### src/rtl/ws_pe_sat_if.sv
// Port bundle of one weight-stationary PE: weight chain, east-flowing activation,
// south-flowing partial sum, pause and saturation status.
interface ws_pe_sat_if #(
   parameter int DATA_W = 8,
   parameter int ACC_W  = 20
);
   logic              pause;
   logic [DATA_W-1:0] w_in;
   logic              w_load;
   logic [DATA_W-1:0] w_out;
   logic [DATA_W-1:0] in_a;
   logic              in_a_valid;
   logic [DATA_W-1:0] out_a;
   logic              out_a_valid;
   logic [ACC_W-1:0]  in_c;
   logic [ACC_W-1:0]  out_c;
   logic              out_c_valid;
   logic              sat_flag;
   logic              clr_sat;

   // Array controller / neighbouring cells drive the inputs of the PE.
   modport master (
      output pause, w_in, w_load, in_a, in_a_valid, in_c, clr_sat,
      input  w_out, out_a, out_a_valid, out_c, out_c_valid, sat_flag
   );

   modport slave (
      input  pause, w_in, w_load, in_a, in_a_valid, in_c, clr_sat,
      output w_out, out_a, out_a_valid, out_c, out_c_valid, sat_flag
   );
endinterface

### src/rtl/ws_pe_sat.sv
// Weight-stationary systolic PE: holds a preloaded weight, multiplies the east-flowing
// activation and adds it to the south-flowing partial sum with saturation.
module ws_pe_sat #(
   parameter int DATA_W = 8,
   parameter int ACC_W  = 20
) (
   input  logic        clk,
   input  logic        reset,
   ws_pe_sat_if.slave  bus
);
   localparam int EXT_W = ACC_W + 1 - 2 * DATA_W;
   localparam logic [ACC_W-1:0] ACC_MAX = {1'b0, {(ACC_W-1){1'b1}}};
   localparam logic [ACC_W-1:0] ACC_MIN = {1'b1, {(ACC_W-1){1'b0}}};

   if (ACC_W < 2 * DATA_W) begin : g_width_check
      $error("ws_pe_sat: ACC_W must be at least 2*DATA_W");
   end

   logic [DATA_W-1:0]   w_reg;
   logic [DATA_W-1:0]   a_q;
   logic                a_valid_q;
   logic [ACC_W-1:0]    c_q;
   logic                c_valid_q;
   logic                sat_q;

   logic [2*DATA_W-1:0] a_ext;
   logic [2*DATA_W-1:0] w_ext;
   logic [2*DATA_W-1:0] prod;
   logic [ACC_W:0]      sum;
   logic                clip;
   logic [ACC_W-1:0]    sat_sum;

   // Sign-extended operands make the unsigned multiply/add produce exact two's-complement results.
   always_comb begin
      // NOTE: every combinational output gets a value on every path, so no latch is inferred.
      a_ext   = {{DATA_W{bus.in_a[DATA_W-1]}}, bus.in_a};
      w_ext   = {{DATA_W{w_reg[DATA_W-1]}}, w_reg};
      prod    = a_ext * w_ext;
      sum     = {bus.in_c[ACC_W-1], bus.in_c} + {{EXT_W{prod[2*DATA_W-1]}}, prod};
      clip    = sum[ACC_W] ^ sum[ACC_W-1];
      sat_sum = sum[ACC_W-1:0];
      if (clip) begin
         sat_sum = sum[ACC_W] ? ACC_MIN : ACC_MAX;
      end
   end

   always_ff @(posedge clk or negedge reset) begin
      // NOTE: state registers use non-blocking assignments so every flop samples pre-edge values.
      if (!reset) begin
         w_reg     <= '0;
         a_q       <= '0;
         a_valid_q <= 1'b0;
         c_q       <= '0;
         c_valid_q <= 1'b0;
         sat_q     <= 1'b0;
      end else if (!bus.pause) begin
         // The product above already used the old weight; a new weight applies from the next edge.
         if (bus.w_load) begin
            w_reg <= bus.w_in;
         end
         a_q       <= bus.in_a;
         a_valid_q <= bus.in_a_valid;
         if (bus.in_a_valid) begin
            c_q       <= sat_sum;
            c_valid_q <= 1'b1;
         end else begin
            c_q       <= bus.in_c;
            c_valid_q <= 1'b0;
         end
         if (bus.in_a_valid && clip) begin
            sat_q <= 1'b1;
         end else if (bus.clr_sat) begin
            sat_q <= 1'b0;
         end
      end
   end

   assign bus.w_out       = w_reg;
   assign bus.out_a       = a_q;
   assign bus.out_a_valid = a_valid_q;
   assign bus.out_c       = c_q;
   assign bus.out_c_valid = c_valid_q;
   assign bus.sat_flag    = sat_q;
endmodule
### src/flat_wrapper.sv
// flat-port wrapper written by rule: the top's interface ports become plain ports
module ws_pe_sat_flat 
#(
   parameter int DATA_W = 8,
   parameter int ACC_W  = 20
)
  (clk, reset, bus_pause, bus_w_in, bus_w_load, bus_in_a, bus_in_a_valid, bus_in_c, bus_clr_sat, bus_w_out, bus_out_a, bus_out_a_valid, bus_out_c, bus_out_c_valid, bus_sat_flag);
  ws_pe_sat_if #(.DATA_W(DATA_W), .ACC_W(ACC_W)) bus_i ();
  input  logic clk;
  input  logic reset;
  input wire logic [$bits(bus_i.pause)-1:0] bus_pause;
  input wire logic [$bits(bus_i.w_in)-1:0] bus_w_in;
  input wire logic [$bits(bus_i.w_load)-1:0] bus_w_load;
  input wire logic [$bits(bus_i.in_a)-1:0] bus_in_a;
  input wire logic [$bits(bus_i.in_a_valid)-1:0] bus_in_a_valid;
  input wire logic [$bits(bus_i.in_c)-1:0] bus_in_c;
  input wire logic [$bits(bus_i.clr_sat)-1:0] bus_clr_sat;
  output wire logic [$bits(bus_i.w_out)-1:0] bus_w_out;
  output wire logic [$bits(bus_i.out_a)-1:0] bus_out_a;
  output wire logic [$bits(bus_i.out_a_valid)-1:0] bus_out_a_valid;
  output wire logic [$bits(bus_i.out_c)-1:0] bus_out_c;
  output wire logic [$bits(bus_i.out_c_valid)-1:0] bus_out_c_valid;
  output wire logic [$bits(bus_i.sat_flag)-1:0] bus_sat_flag;
  assign bus_i.pause = bus_pause;
  assign bus_i.w_in = bus_w_in;
  assign bus_i.w_load = bus_w_load;
  assign bus_i.in_a = bus_in_a;
  assign bus_i.in_a_valid = bus_in_a_valid;
  assign bus_i.in_c = bus_in_c;
  assign bus_i.clr_sat = bus_clr_sat;
  assign bus_w_out = bus_i.w_out;
  assign bus_out_a = bus_i.out_a;
  assign bus_out_a_valid = bus_i.out_a_valid;
  assign bus_out_c = bus_i.out_c;
  assign bus_out_c_valid = bus_i.out_c_valid;
  assign bus_sat_flag = bus_i.sat_flag;
  ws_pe_sat #(.DATA_W(DATA_W), .ACC_W(ACC_W)) u_core (.clk(clk), .reset(reset), .bus(bus_i));
endmodule
### config.mk
export PLATFORM = sky130hd
export DESIGN_NAME = ws_pe_sat_flat
export DESIGN_NICKNAME = d
export VERILOG_FILES = /design/src/rtl/ws_pe_sat_if.sv /design/src/rtl/ws_pe_sat.sv /design/src/flat_wrapper.sv
export SDC_FILE = /design/constraint.sdc
export NUM_CORES = 1
export LEC_CHECK = 0
export CAP_MARGIN = 20
export CORE_UTILIZATION = 45
export DETAILED_ROUTE_END_ITERATION = 12
export PLACE_DENSITY = 0.71
export SLEW_MARGIN = 20
export SYNTH_ARGS = -nofsm -noshare
export SYNTH_HDL_FRONTEND = slang
export SYNTH_SLANG_ARGS = --single-unit
### constraint.sdc
create_clock -name clk -period 6.21 [get_ports clk]
set_clock_uncertainty 0.2 [all_clocks]
set_input_delay 1.863 -clock clk [delete_from_list [all_inputs] [get_ports clk]]
set_output_delay 1.863 -clock clk [all_outputs]
set_load 0.01 [all_outputs]
* Word level (Yosys, flattened, before mapping)
Index checks and enable logic that the tools add are counted.
** Word-level totals
- Output and inout port bits :: 39
- Memory bits (writable) :: 0
- Input port bits :: 42
- Bits in read-only memories :: 0
- Word-level logic and storage cells :: 20
- Latch bits :: 0
- Memories :: 0
- Bits in registers :: 39
** Cells by class
- Multiplexer cells :: 6
- Shifts and indexed selects :: 0
- Equality and inequality tests :: 0
- Bitwise operators :: 2
- Add/sub/neg operators :: 1
- Reductions and logical operators :: 4
- Divide/modulo/power cells :: 0
- $lt $le $gt $ge :: 0
- Multiply operators :: 1
** Operator list (number)
- 20-bit two-way mux :: 3
- 20-bit by 16-bit adder with 21-bit output :: 1
- 8-bit by 8-bit multiplier with 16-bit output :: 1
- 2-bit AND reduction :: 2
- 1-bit two-way mux :: 3
- 2-bit nonzero test :: 1
- 1-bit logical AND :: 1
- 1-bit inverter :: 1
- 1-bit bitwise XOR :: 1

* Logic depth before layout (Yosys ltp)
- Word-level depth :: 6
- Gate-level depth with buffers :: 20
- Gate-level depth less buffers :: 18

* Worst setup path after synthesis
No wires, ideal clock.
- Path type :: input -> register
- Start :: input bus_in_a[7]
- End :: register u_core.c_q[15] (netlist: u_core.bus.out_c[15])
- Arrival :: 7192 ps
- Setup time :: 99 ps
- Path slack :: -1281 ps
- Buffers on the path :: 2
- Data required time :: 5911 ps
- Cell stages on the path :: 18
- Cells stage by stage :: clkbuf_1 -> and2_1 -> inv_1 -> fa_1 -> inv_1 -> fa_1 -> fa_1 -> fa_1 -> fa_1 -> ha_1 -> o211a_1 -> a211o_1 -> a211oi_2 -> nor2_2 -> xnor2_4 -> nor2_2 -> buf_6 -> o311ai_4
** On the way
- Word-level cells in the longest chain between the ends :: 5
- Elaborated cells between the ends (all ways) :: 6
- Classes of those cells :: 1 x add/sub; 1 x mul; 3 x mux; 1 x bitwise
** Ends and longest elaborated chain
- start, declared :: RTL line flat_wrapper.sv:14 : input wire logic [$bits(bus_i.in_a)-1:0] bus_in_a;
- 8-bit by 8-bit multiplier with 16-bit output * :: RTL line ws_pe_sat.sv:38 : prod = a_ext * w_ext;
- 20-bit by 16-bit adder with 21-bit output * :: RTL line ws_pe_sat.sv:39 : sum = {bus.in_c[ACC_W-1], bus.in_c} + {{EXT_W{prod[2*DATA_W-1]}}, prod};
- 20-bit two-way mux or 1-bit bitwise XOR (tied branches) :: RTL line ws_pe_sat.sv:43, ws_pe_sat.sv:40
- 20-bit two-way mux * :: RTL line ws_pe_sat.sv:42 : if (clip) begin
- 20-bit two-way mux * :: RTL line ws_pe_sat.sv:63 : if (bus.in_a_valid) begin
- end signal, assigned :: RTL line ws_pe_sat.sv:64 : c_q <= sat_sum;
- end signal, assigned :: RTL line ws_pe_sat.sv:67 : c_q <= bus.in_c;
- end, declared :: RTL line ws_pe_sat.sv:22 : logic [ACC_W-1:0] c_q;
Every way passes the cells marked *; elsewhere a longest branch is shown, timed or not.
A chain may end at the register's enable or synchronous reset.

* Final worst setup path
- Start :: input bus_in_a[4]
- End :: register u_core.c_q[6] (netlist: u_core.bus.out_c[6])
The elaborated chain is that of the path after synthesis.

==> summary.txt <==
Layout
  – Util after Layout: 64.22%
  – # diodes: 0
  – Layout Area Growth over Synthesis: 39.43%
  – Finished Cell Area: 7681 um2
  – Layout cells sized above 1: 28.21%
  – Layout fillers: 947
  – Final nets: 890
  – Finished Layout Cells: 856

CTS
  – Clk slew on worst S/H paths: 0.06 ns
  – Clk root buf: clkbuf_16
  – Num CTS Buffers: 5
  – H-tree depth reported by CTS: 2
  – Sink count of the clock tree: 38
  – Worst-Skew Late Latency: 0.28 ns
  – Hold_buf cts: 0
  – CTS tree: built
  – CTS max path bufs: 2

Placed design
  – Placement Setup Slack: -1.358 ns
  – # port buffers: 80
  – Post-place instance area: 7027 um2
  – Cells after DPL: 832
  – Hpwl dp: 11.33 mm
  – GPL Wtd Cong: 0.9059

Critical path
  – Crit Path Max Fanout: 6
  – Crit-path slowest cell: fa_1
  – Cells on worst reg2reg path: 17
  – Critical path data arrival time: 6.60 ns
  – WP data required: 6.11 ns
  – Worst-path cell chain: buf_4, buf_4, and2_1, fa_2, ha_1, inv_1, fa_1, inv_2, fa_2, fa_1, ha_4, o211a_1, a211o_1, a211oi_2, nor2_2, xnor2_4, buf_6, nor3_4, a311oi_2
  – Startpoint Class: input port
  – Crit. End Element: register
  – Crit Path Class: input port to register
  – Max incr delay on CP: 0.56 ns
  – Reg2Reg Setup Slack: 0.56 ns

GRT
  – Initial antenna violation count: 0
  – Global route overflow: 0
  – Vias in the first global route: 4816
  – Global-route wire length before repair: 23.86 mm
  – Total track usage: 24.04%
  – Largest net degree at the start of global routing: 54

Drt
  – Final wirelength: 14.45 mm
  – Residual DRC count: 0
  – Drt via density: 5.230
  – Routed len/inst: 16.89 um
  – Antenna Nets Post-Route: 0
  – Vias: 4477
  – DRT iter0 DRCs: 192
  – Initial DRT Pass Iterations: 4

STA
  – RSZ-0062 raised after global routing: yes
  – Slew margin rel.: 34.50%
  – Hold Fails Final Rpt: 0
  – Slew Limit Fails: 0
  – Fin crit share: 107.9%
  – Finish-stage setup viols: 21
  – Worst Tran Pin Value: 0.9824 ns
  – Min Tclk post-route: 6.702 ns
  – Maximum clock frequency: 149.2 MHz
  – Worst Setup Slack, final: -0.4921 ns

Synthesis
  – Cell area after synthesis: 5509 um2
  – Share of the synthesized area in the top cell type: 33.43%
  – Syn Area/Cell: 10.11 um2
  – Post-synth top flop: dfrtp_1
  – Top-count cell post-synth: inv_1
  – Yosys cell types: 49
  – Register area share after synthesis: 17.26%
  – Dominant cells by area after synthesis: fa_1 (33%), dfrtp_1 (17%), ha_1 (11%)
  – Asr flop ratio synth: 100.0%
  – Yosys reg bits: 38
  – Post-synth EDFFs: 0
  – Synth Instances: 545
  – Area leader, netlist: fa_1
  – YS warnings: 0
  – Post-synth net total: 727
  – Synth top cells by count: inv_1 (96), fa_1 (92), ha_1 (48), nand2_1 (39), dfrtp_1 (38)

Floorplan
  – Core Area: 11960 um2
  – Starting Density: 46.06%
  – Site Rows: 40
  – Ports: 81
  – Die Y: 112.6 um
  – Die area: 12690 um2
  – Die X-Extent: 112.6 um

Worst hold path
  – Hold Crit Class: register to register
  – Hold Path Depth: 1

Status
  – Failing checks: setup timing
  – Status: finished with violations

Job
  – Max-cap viol count: 0
[flip-flops by register name, indices dropped and copies added, names as in the netlist]
signal	flops
u_core.bus.w_out	8
u_core.bus.out_a_valid	1
u_core.bus.out_c	20
u_core.bus.sat_flag	1
u_core.bus.out_a	8
[kinds of logic after synthesis]
kind of cell	Yosys count	synth area share [%]
buffers and inverters	113	7.904
adder cells (fa/ha/maj)	140	44.33
AND/OR/NAND/NOR	135	12.65
multiplexers	18	3.679
flip-flops	38	17.26
AO/OA/AOI/OAI	83	10.97
XOR/XNOR	18	3.202
[worst max-delay path: cells and delay by family]
| family | cells | cell delay (ns) |
|---|---|---|
| xor gates and xnor gates | 1 | 0.19 |
| AOI/OAI and AO/OA | 4 | 0.92 |
| buffers and inverters | 5 | 0.58 |
| adders and majority gates | 6 | 2.48 |
| and+or+nand+nor | 3 | 0.55 |
[placed cells by master (no fill, tap or decap), types with 4 or more instances in the layout]
cell type	instances
inv_1	88
fa_1	87
buf_4	84
clkdlybuf4s50_1	58
dfrtp_1	38
ha_1	35
nand2_1	31
and2_1	29
a21oi_1	28
mux2_2	18
nor2_1	18
buf_6	12
ha_4	11
nor2b_1	10
nor3_1	9
xnor2_1	9
inv_2	8
nand2_2	8
a21o_1	8
nor3b_1	8
xor2_1	7
dlymetal6s2s_1	6
o211ai_1	5
fa_2	5
clkbuf_16	5
and2_4	4
o21ai_0	4
a311oi_1	4
dlygate4sd2_1	4
[per-layer routing]
| layer | part of all wire (%) | track usage (%) | vias up | routed length (um) |
|---|---|---|---|---|
| li1 | - | - | 2086 | - |
| met1 | 43 | 31.98 | 2249 | 6179 |
| met2 | 51 | 40.66 | 121 | 7379 |
| met3 | 4.3 | 3.942 | 21 | 623 |
| met4 | 1.9 | 6.667 | 0 | 272 |
| met5 | 0 | 0 | - | 0 |
[cell type report]
type,instances,area [um2],area share (%)
Clock inverter,2,12.51,0.1629
Clock buffer,6,138.9,1.808
Multi-Input combinational cell,394,4471,58.20
Timing Repair Buffer,173,1564,20.36
Sequential cell,38,950.9,12.38
Inverter,96,360.3,4.691
Tap cell,147,183.9,2.395
[metrics by stage]
stage | hold slack (ns) | setup TNS [ns]
after floorplan | 0.3187 | -11.17
after global placement | 0.2777 | -24.70
after detailed placement | 0.2830 | -27.02
after CTS | 0.3055 | -8.816
after global routing | 0.3214 | -11.23
final | 0.3027 | -8.707
[path summary, 6_finish.rpt]
| path | from | end |
|---|---|---|
| worst max-delay path | bus_in_a[4] | u_core.bus.out_c[6] |
| worst min-delay path | u_core.bus.out_a[7] | u_core.bus.out_a[7] |
| worst max register to register | u_core.bus.w_out[0] | u_core.bus.out_c[6] |
| worst min register to register | u_core.bus.out_a[7] | u_core.bus.out_a[7] |
| max in group asynchronous | reset | u_core.bus.out_c[9] |
| min in group asynchronous | reset | u_core.bus.out_a[0] |
[repair_timing]
action / CTS / global route
pin swaps: 33 / 46
setup buffers: 5 / 11
gates resized for setup: 86 / 58
gates cloned: 0 / 0
endpoints found under the setup margin: 21 / 21
Power is left out: the tool's default activity adds up to more than one toggle a clock period on the data nets, which glitch-free logic cannot reach.
